File: config.mk
export PLATFORM = sky130hd
export DESIGN_NAME = dmem_arbiter
export DESIGN_NICKNAME = d
export VERILOG_FILES = /design/src/rtl/dmem_arbiter.sv
export SDC_FILE = /design/constraint.sdc
export NUM_CORES = 1
export LEC_CHECK = 0
export ABC_CLOCK_PERIOD_IN_PS = 4700
export CORE_MARGIN = 2
export CORE_UTILIZATION = 37
export CTS_CLUSTER_DIAMETER = 50
export DETAILED_ROUTE_END_ITERATION = 12
export MAX_ROUTING_LAYER = met4
export PLACE_DENSITY_LB_ADDON = 0.05
export SETUP_SLACK_MARGIN = 0.5
export SLEW_MARGIN = 20
export SYNTH_ARGS = -nofsm -noshare
export SYNTH_HDL_FRONTEND = slang
export SYNTH_SLANG_ARGS = --single-unit
export TNS_END_PERCENT = 50
File: constraint.sdc
create_clock -name clk1 -period 4.7 [get_ports clk1]
set_input_delay 0.705 -clock clk1 [delete_from_list [all_inputs] [get_ports clk1]]
set_output_delay 0.705 -clock clk1 [all_outputs]
set_load 0.02 [all_outputs]
File: src/rtl/dmem_arbiter.sv
// Arbitrates the single-port data memory between the CPU MEM stage and the debug/dump port.
// Define DMEM_ARB_RR_EN for round-robin conflict resolution instead of CPU priority with a starvation guard.
module dmem_arbiter #(
  parameter int ADDR_W   = 13,
  parameter int DATA_W   = 32,
  parameter int MAX_WAIT = 4
) (
  input  logic              clk1,
  input  logic              reset,
  input  logic              halted,
  input  logic              cpu_req,
  input  logic              cpu_we,
  input  logic [ADDR_W-1:0] cpu_addr,
  input  logic [DATA_W-1:0] cpu_wdata,
  output logic              cpu_stall,
  output logic [DATA_W-1:0] cpu_rdata,
  output logic              cpu_rvalid,
  input  logic              dbg_req,
  input  logic              dbg_we,
  input  logic [ADDR_W-1:0] dbg_addr,
  input  logic [DATA_W-1:0] dbg_wdata,
  output logic              dbg_gnt,
  output logic [DATA_W-1:0] dbg_rdata,
  output logic              dbg_rvalid,
  output logic              mem_en,
  output logic              mem_we,
  output logic [ADDR_W-1:0] mem_addr,
  output logic [DATA_W-1:0] mem_wdata,
  input  logic [DATA_W-1:0] mem_rdata
);

  typedef enum logic [1:0] {OWN_NONE, OWN_CPU, OWN_DBG} owner_t;

  owner_t            rd_owner;
  logic              cpu_grant;
  logic              dbg_grant;
  logic [DATA_W-1:0] cpu_rdata_hold;
  logic [DATA_W-1:0] dbg_rdata_hold;

`ifdef DMEM_ARB_RR_EN
  logic last_dbg;  // 1: debug owned the most recent grant

  always_comb begin
    cpu_grant = 1'b0;
    dbg_grant = 1'b0;
    if (!reset) begin
      if (halted) begin
        dbg_grant = dbg_req;
        cpu_grant = cpu_req & ~dbg_req;
      end else if (cpu_req && dbg_req) begin
        dbg_grant = ~last_dbg;
        cpu_grant = last_dbg;
      end else begin
        dbg_grant = dbg_req;
        cpu_grant = cpu_req;
      end
    end
  end

  always_ff @(posedge clk1 or posedge reset) begin
    if (reset) begin
      last_dbg <= 1'b1;
    end else if (dbg_grant) begin
      last_dbg <= 1'b1;
    end else if (cpu_grant) begin
      last_dbg <= 1'b0;
    end
  end
`else
  localparam logic [3:0] WAIT_LIMIT = 4'(MAX_WAIT);

  logic [3:0] wait_cnt;

  always_comb begin
    cpu_grant = 1'b0;
    dbg_grant = 1'b0;
    if (!reset) begin
      if (halted) begin
        dbg_grant = dbg_req;
      end else begin
        dbg_grant = dbg_req & ((wait_cnt == WAIT_LIMIT) | ~cpu_req);
      end
      cpu_grant = cpu_req & ~dbg_grant;
    end
  end

  // Counts consecutive cycles a pending debug request lost to the CPU.
  always_ff @(posedge clk1 or posedge reset) begin
    if (reset) begin
      wait_cnt <= '0;
    end else if (!dbg_req || dbg_grant) begin
      wait_cnt <= '0;
    end else if (wait_cnt != WAIT_LIMIT) begin
      wait_cnt <= wait_cnt + 4'd1;
    end
  end
`endif

  assign cpu_stall = cpu_req & ~cpu_grant & ~reset;
  assign dbg_gnt   = dbg_grant;

  always_comb begin
    mem_en    = cpu_grant | dbg_grant;
    mem_we    = 1'b0;
    mem_addr  = '0;
    mem_wdata = '0;
    if (dbg_grant) begin
      mem_we    = dbg_we;
      mem_addr  = dbg_addr;
      mem_wdata = dbg_wdata;
    end else if (cpu_grant) begin
      mem_we    = cpu_we;
      mem_addr  = cpu_addr;
      mem_wdata = cpu_wdata;
    end
  end

  // Tag each granted read so the returning data goes to the right port.
  always_ff @(posedge clk1 or posedge reset) begin
    if (reset) begin
      rd_owner <= OWN_NONE;
    end else if (dbg_grant && !dbg_we) begin
      rd_owner <= OWN_DBG;
    end else if (cpu_grant && !cpu_we) begin
      rd_owner <= OWN_CPU;
    end else begin
      rd_owner <= OWN_NONE;
    end
  end

  always_ff @(posedge clk1 or posedge reset) begin
    if (reset) begin
      cpu_rdata_hold <= '0;
      dbg_rdata_hold <= '0;
    end else begin
      if (rd_owner == OWN_CPU) cpu_rdata_hold <= mem_rdata;
      if (rd_owner == OWN_DBG) dbg_rdata_hold <= mem_rdata;
    end
  end

  assign cpu_rvalid = (rd_owner == OWN_CPU);
  assign dbg_rvalid = (rd_owner == OWN_DBG);
  assign cpu_rdata  = cpu_rvalid ? mem_rdata : cpu_rdata_hold;
  assign dbg_rdata  = dbg_rvalid ? mem_rdata : dbg_rdata_hold;

endmodule

-- After elaboration in Yosys (flattened, before gate mapping)
Cells that the tools add are included.
- shifts and indexed selects: 0
- muxes and demuxes: 16
- multiply operators: 0
- equal/unequal tests: 4
- divide/modulo/power cells: 0
- order comparisons: 0
- add/subtract/negate cells: 1
- reduce and logical (&&, ||, !) cells: 7
- bitwise operators: 10
- operator list (operator ; count):
    $mux 32 ; 4
    $mux 13 ; 2
    $mux 4 ; 2
    $mux 1 ; 7
    $add 4x1->4 const B ; 1
    $and 1x1->1 ; 4
    $eq 4x3->1 const B ; 1
    $ne 4x3->1 const B ; 1
    $not 1->1 ; 4
    $logic_not 1->1 ; 3
    $eq 2x1->1 const B ; 1
    $eq 2x2->1 const B ; 1
    $logic_and 1x1->1 ; 2
    $mux 2 ; 1
    $or 1x1->1 ; 2
    $reduce_bool 2->1 ; 1
    $logic_or 1x1->1 ; 1
- ROM bits: 0
- register bits: 70
- memories: 0
- input port bits: 129
- latch bits: 0
- bits in writable memories: 0
- logic and storage cells: 42

-- Logic depth before layout (Yosys ltp)
- word-level depth: 11
- depth in mapped cells: 7
- gate-level depth less buffers: 5

-- Worst setup path before layout
Ideal clock, no wire load.
- kind: in2out
- from: input port reset
- to: output port mem_addr[0]
- stages on the path: 5
- buffers on the path: 2
- arrival: 3.740 ns
- path slack: 0.255 ns
- data required time: 3.995 ns
- cells stage by stage: inv_1 -> buf_2 -> clkbuf_1 -> nand2_1 -> mux2i_1
- word-level cells in the longest chain between the ends: 3
- elaborated cells on any way between the ends: 4
- ends and longest elaborated chain (item ; RTL line ; source):
    from (decl) ; 9 ; input logic reset,
    $mux 1 ; 77 ; if (!reset) begin
    $mux 13 ; 111 ; end else if (cpu_grant) begin
    $mux 13 * ; 107 ; if (dbg_grant) begin
    to (decl) ; 27 ; output logic [ADDR_W-1:0] mem_addr,
Every way passes the cells marked *; elsewhere a longest branch is shown, timed or not.

-- Worst setup path in the final report
- from: input port reset
- to: output port mem_wdata[2]
- word-level cells in the longest chain between the ends: 3
- elaborated cells on any way between the ends: 4
- ends and longest elaborated chain (item ; RTL line ; source):
    $mux 1 ; 77 ;
    $mux 32 ; 111 ;
    $mux 32 * ; 107 ;
    to (decl) ; 28 ; output logic [DATA_W-1:0] mem_wdata,
Marks and branches as above.

==> flow_summary.yaml <==
status:
  outcome: "finished, final reports clean"
setup_path:
  critical_path.top_delay_family: "buffers and inverters"
  worst_path_largest_cell_delay_ns: 0.63
  critPathSlowestCell: "clkdlybuf4s50_1"
  endpoint_kind: "output pin"
  timing.rr.start: "rd_owner[1]"
  path_max_fanout: 86
  critical_path_buf_inv_count: 4
  timing.critical_path.mode_cell: "clkdlybuf4s50_1"
  critical_path_start: "reset"
  crit_arrival_ns: 3.02
  crit_path_cell_trace: "clkdlybuf4s50_1, inv_4, buf_12, nand3_1, mux2i_1, clkdlybuf4s50_1"
  worstSetupStartpointType: "input port"
  timing.setup.critical_path_class: "input port to output pin"
  critPathRequiredTime_ns: 3.99
layout:
  final_cell_mix: "243 x clkdlybuf4s50_1, 70 x dfrtp_1, 65 x mux2_2"
  antenna_cells: 0
  area_delta_synth_final_pct: 70.8
  layout_commonest_cell: "clkdlybuf4s50_1"
  fillerInstances: 852
  post_route_cells_drive_above_1_share_pct: 15.5
  final_nets: 696
  finish.instance_area_mm2: 0.00640
drt:
  initialDrtViolationCount: 167
  ant_nets: 0
  met2WireLength_mm: 5.91
  avgViaCountPerCell: 4.78
  top_layer: "met4"
  drcViolationCount: 0
  route.detailed.wl_per_inst_um: 16.2
  dr_total_vias: 3344
  dr_wl_met3_um: 853
  drt_pass1_iterations: 6
  wl_mm: 11.3
  routedLengthMet1_mm: 4.35
synth:
  yosys_warnings: 0
  synth_mux_area_share_pct: 31.8
  synth-xor-area-share_pct: 0.234
  yosys.area_share.simple_pct: 13.5
  post-synth-top-area-cell: "dfrtp_1"
  compound_gate_portion_of_the_synthesized_area_pct: 1.50
  ys_dominant_reg_cell: "dfrtp_1"
  synth_enable_flop_cells: 0
  synth.area.top_cells: "dfrtp_1 47%, mux2_2 20%, mux2i_1 12%, nand3_1 6.4%, nand2_1 4.6%"
  synth.ff_latch_count: 70
  postSynth.asyncResetShare_pct: 100
  synthesis.area_mm2: 0.00375
  synth_sequential_area_ratio_pct: 46.8
  syn_avg_cell_area_um2: 11.1
  synthAdderAreaFrac_pct: 0.668
  syn-num-nets: 467
  syn-instance-count: 336
  synthDistinctLibCells: 28
  combinational_family_with_the_most_area_after_synthesis: "multiplexers"
  yosysTopAreaCellShare_pct: 46.8
timing:
  final-hold-violation-count: 0
  finalCriticalPeriod_ns: 3.72
  max_freq_mhz: 269
  max-slew-margin-rel_pct: 32.9
  min_period_over_period_pct: 79.2
  post_route_setup_tns_ns: 0
  rsz0062_at_grt: "no"
  setup_viol: 0
  drv_slew: 0
  finClkSkew_ns: 0.00507
  worstMarginPinSlew_ns: 1.00
grt:
  grt.overflow.total: 0
  grt_max_degree: 87
  first_global_vias: 3407
  grt_use_total_pct: 21.1
  grt_antenna_before_repair: 0
  grt_first_pass_wirelength_mm: 17.5
clock_network:
  cts.repair_timing.setup_buffer_count: 0
  max-clock-path-buffers: 2
  cts_num_sinks: 70
  clkTransAtPathRegs_ns: 0.06
  postCtsResizedCells: 0
  total_of_hold_buffers_inserted_after_clock_tree_synthesis: 0
  htree_num_levels: 3
  numCtsBuffers: 9
  clk-insertion-delay-late_ns: 0.33
  root_buffer: "clkbuf_8"
  tritoncts: "built"
placed_design:
  post-dp-hpwl_mm: 8.74
  finalWeightedCongestion: 0.819
  postPlaceCellArea_mm2: 0.00624
  place.port_buffers: 243
pwr:
  ir_worst_vdd_mv: 0.139
  power_density_mw_per_mm2: 328
  static_power_due_to_leakage_nw: 2.76
job:
  drv_cap: 0
die:
  die-area_mm2: 0.0109
  die_w_um: 105
  rows: 36
  placeableCoreArea_mm2: 0.00982
  chipHeight_um: 105
  start_util_pct: 38.1
  io_pins: 244
worst_hold_path:
  hp-class: "flip-flop to flip-flop"
  timing.hold.worst.start: "dbg_rdata_hold[18]"
==> per-stage QoR <==
| step | power (mW) | hold slack [ns] | cells | util, % | worst slack (ns) |
|---|---|---|---|---|---|
| 2_1_floorplan | 1.23 | 0.502 | 336 | - | 1.45 |
| 3_3_place_gp | 1.69 | 0.477 | 687 | 63.5 | 1.00 |
| 3_5_place_dp | 1.71 | 0.484 | 687 | 63.5 | 0.957 |
| 4_1_cts | 2.13 | 0.499 | 700 | 65.2 | 0.960 |
| 5_1_grt | 2.21 | 0.507 | 700 | 65.2 | 0.777 |
| 6_report | 2.10 | 0.495 | 700 | 65.2 | 0.976 |
==> worst reg2reg max path: stages, from the launching register on <==
cell and delay, ns:
dfrtp_1 0.40, nor2b_4 0.78, mux2_2 0.47
==> report_power, final <==
part | total [mW] | switching (mW) | internal (mW)
registers | 0.764 | 0.0317 | 0.732
clock network | 0.408 | 0.198 | 0.210
logic | 0.928 | 0.437 | 0.491
total | 2.10 | 0.667 | 1.43
==> flip-flops by register name, summed over array words and instances (netlist names) <==
name,cells
cpu_rdata_hold,32
dbg_rdata_hold,32
rd_owner,2
wait_cnt,4
==> path summary, 6_finish.rpt <==
| kind | cells after the start | slack (ns) | end |
|---|---|---|---|
| worst max-delay path | 6 | 0.98 | mem_wdata[2] |
| worst min-delay path | 1 | 0.50 | dbg_rdata_hold[18] |
| worst max register to register | 2 | 2.92 | cpu_rdata_hold[28] |
| worst min register to register | 1 | 0.50 | dbg_rdata_hold[18] |
| max in group asynchronous | 4 | 2.67 | cpu_rdata_hold[25] |
| min in group asynchronous | 2 | 0.97 | cpu_rdata_hold[11] |
==> cell type report <==
type | count | area [um^2] | share of cell area, %
clock buffer | 11 | 151 | 2.37
clock inverter | 2 | 10.0 | 0.156
tap | 133 | 166 | 2.60
inverter | 5 | 21.3 | 0.332
multi-input combinational | 230 | 1800 | 28.1
timing repair buffer | 249 | 2500 | 39.1
sequential | 70 | 1750 | 27.4
==> cells in the mapped netlist, types with 2 or more instances <==
cell and number:
buf_1 2, buf_2 8, buf_6 2, buf_8 4, clkbuf_1 15, dfrtp_1 70
ha_1 2, inv_1 5, mux2_2 65, mux2i_1 46, nand2_1 46, nand2b_1 2
nand3_1 48, nor2_1 7
==> layer usage <==
layer	up-vias	track usage [%]
li1	1621	-
met1	1571	22.7
met2	136	36.6
met3	16	6.74
met4	0	7.33
met5	-	-
==> logic make-up (layout without fill, tap and decap cells) <==
kind of cell,count (synthesis),in the layout
flip-flops,70,70
AND/OR/NAND/NOR,111,111
AO/OA/AOI/OAI,5,5
buffers and inverters,36,267
adder cells (fa/ha/maj),2,2
multiplexers,111,111
XOR/XNOR,1,1
Power figures use the tool's default switching activity.
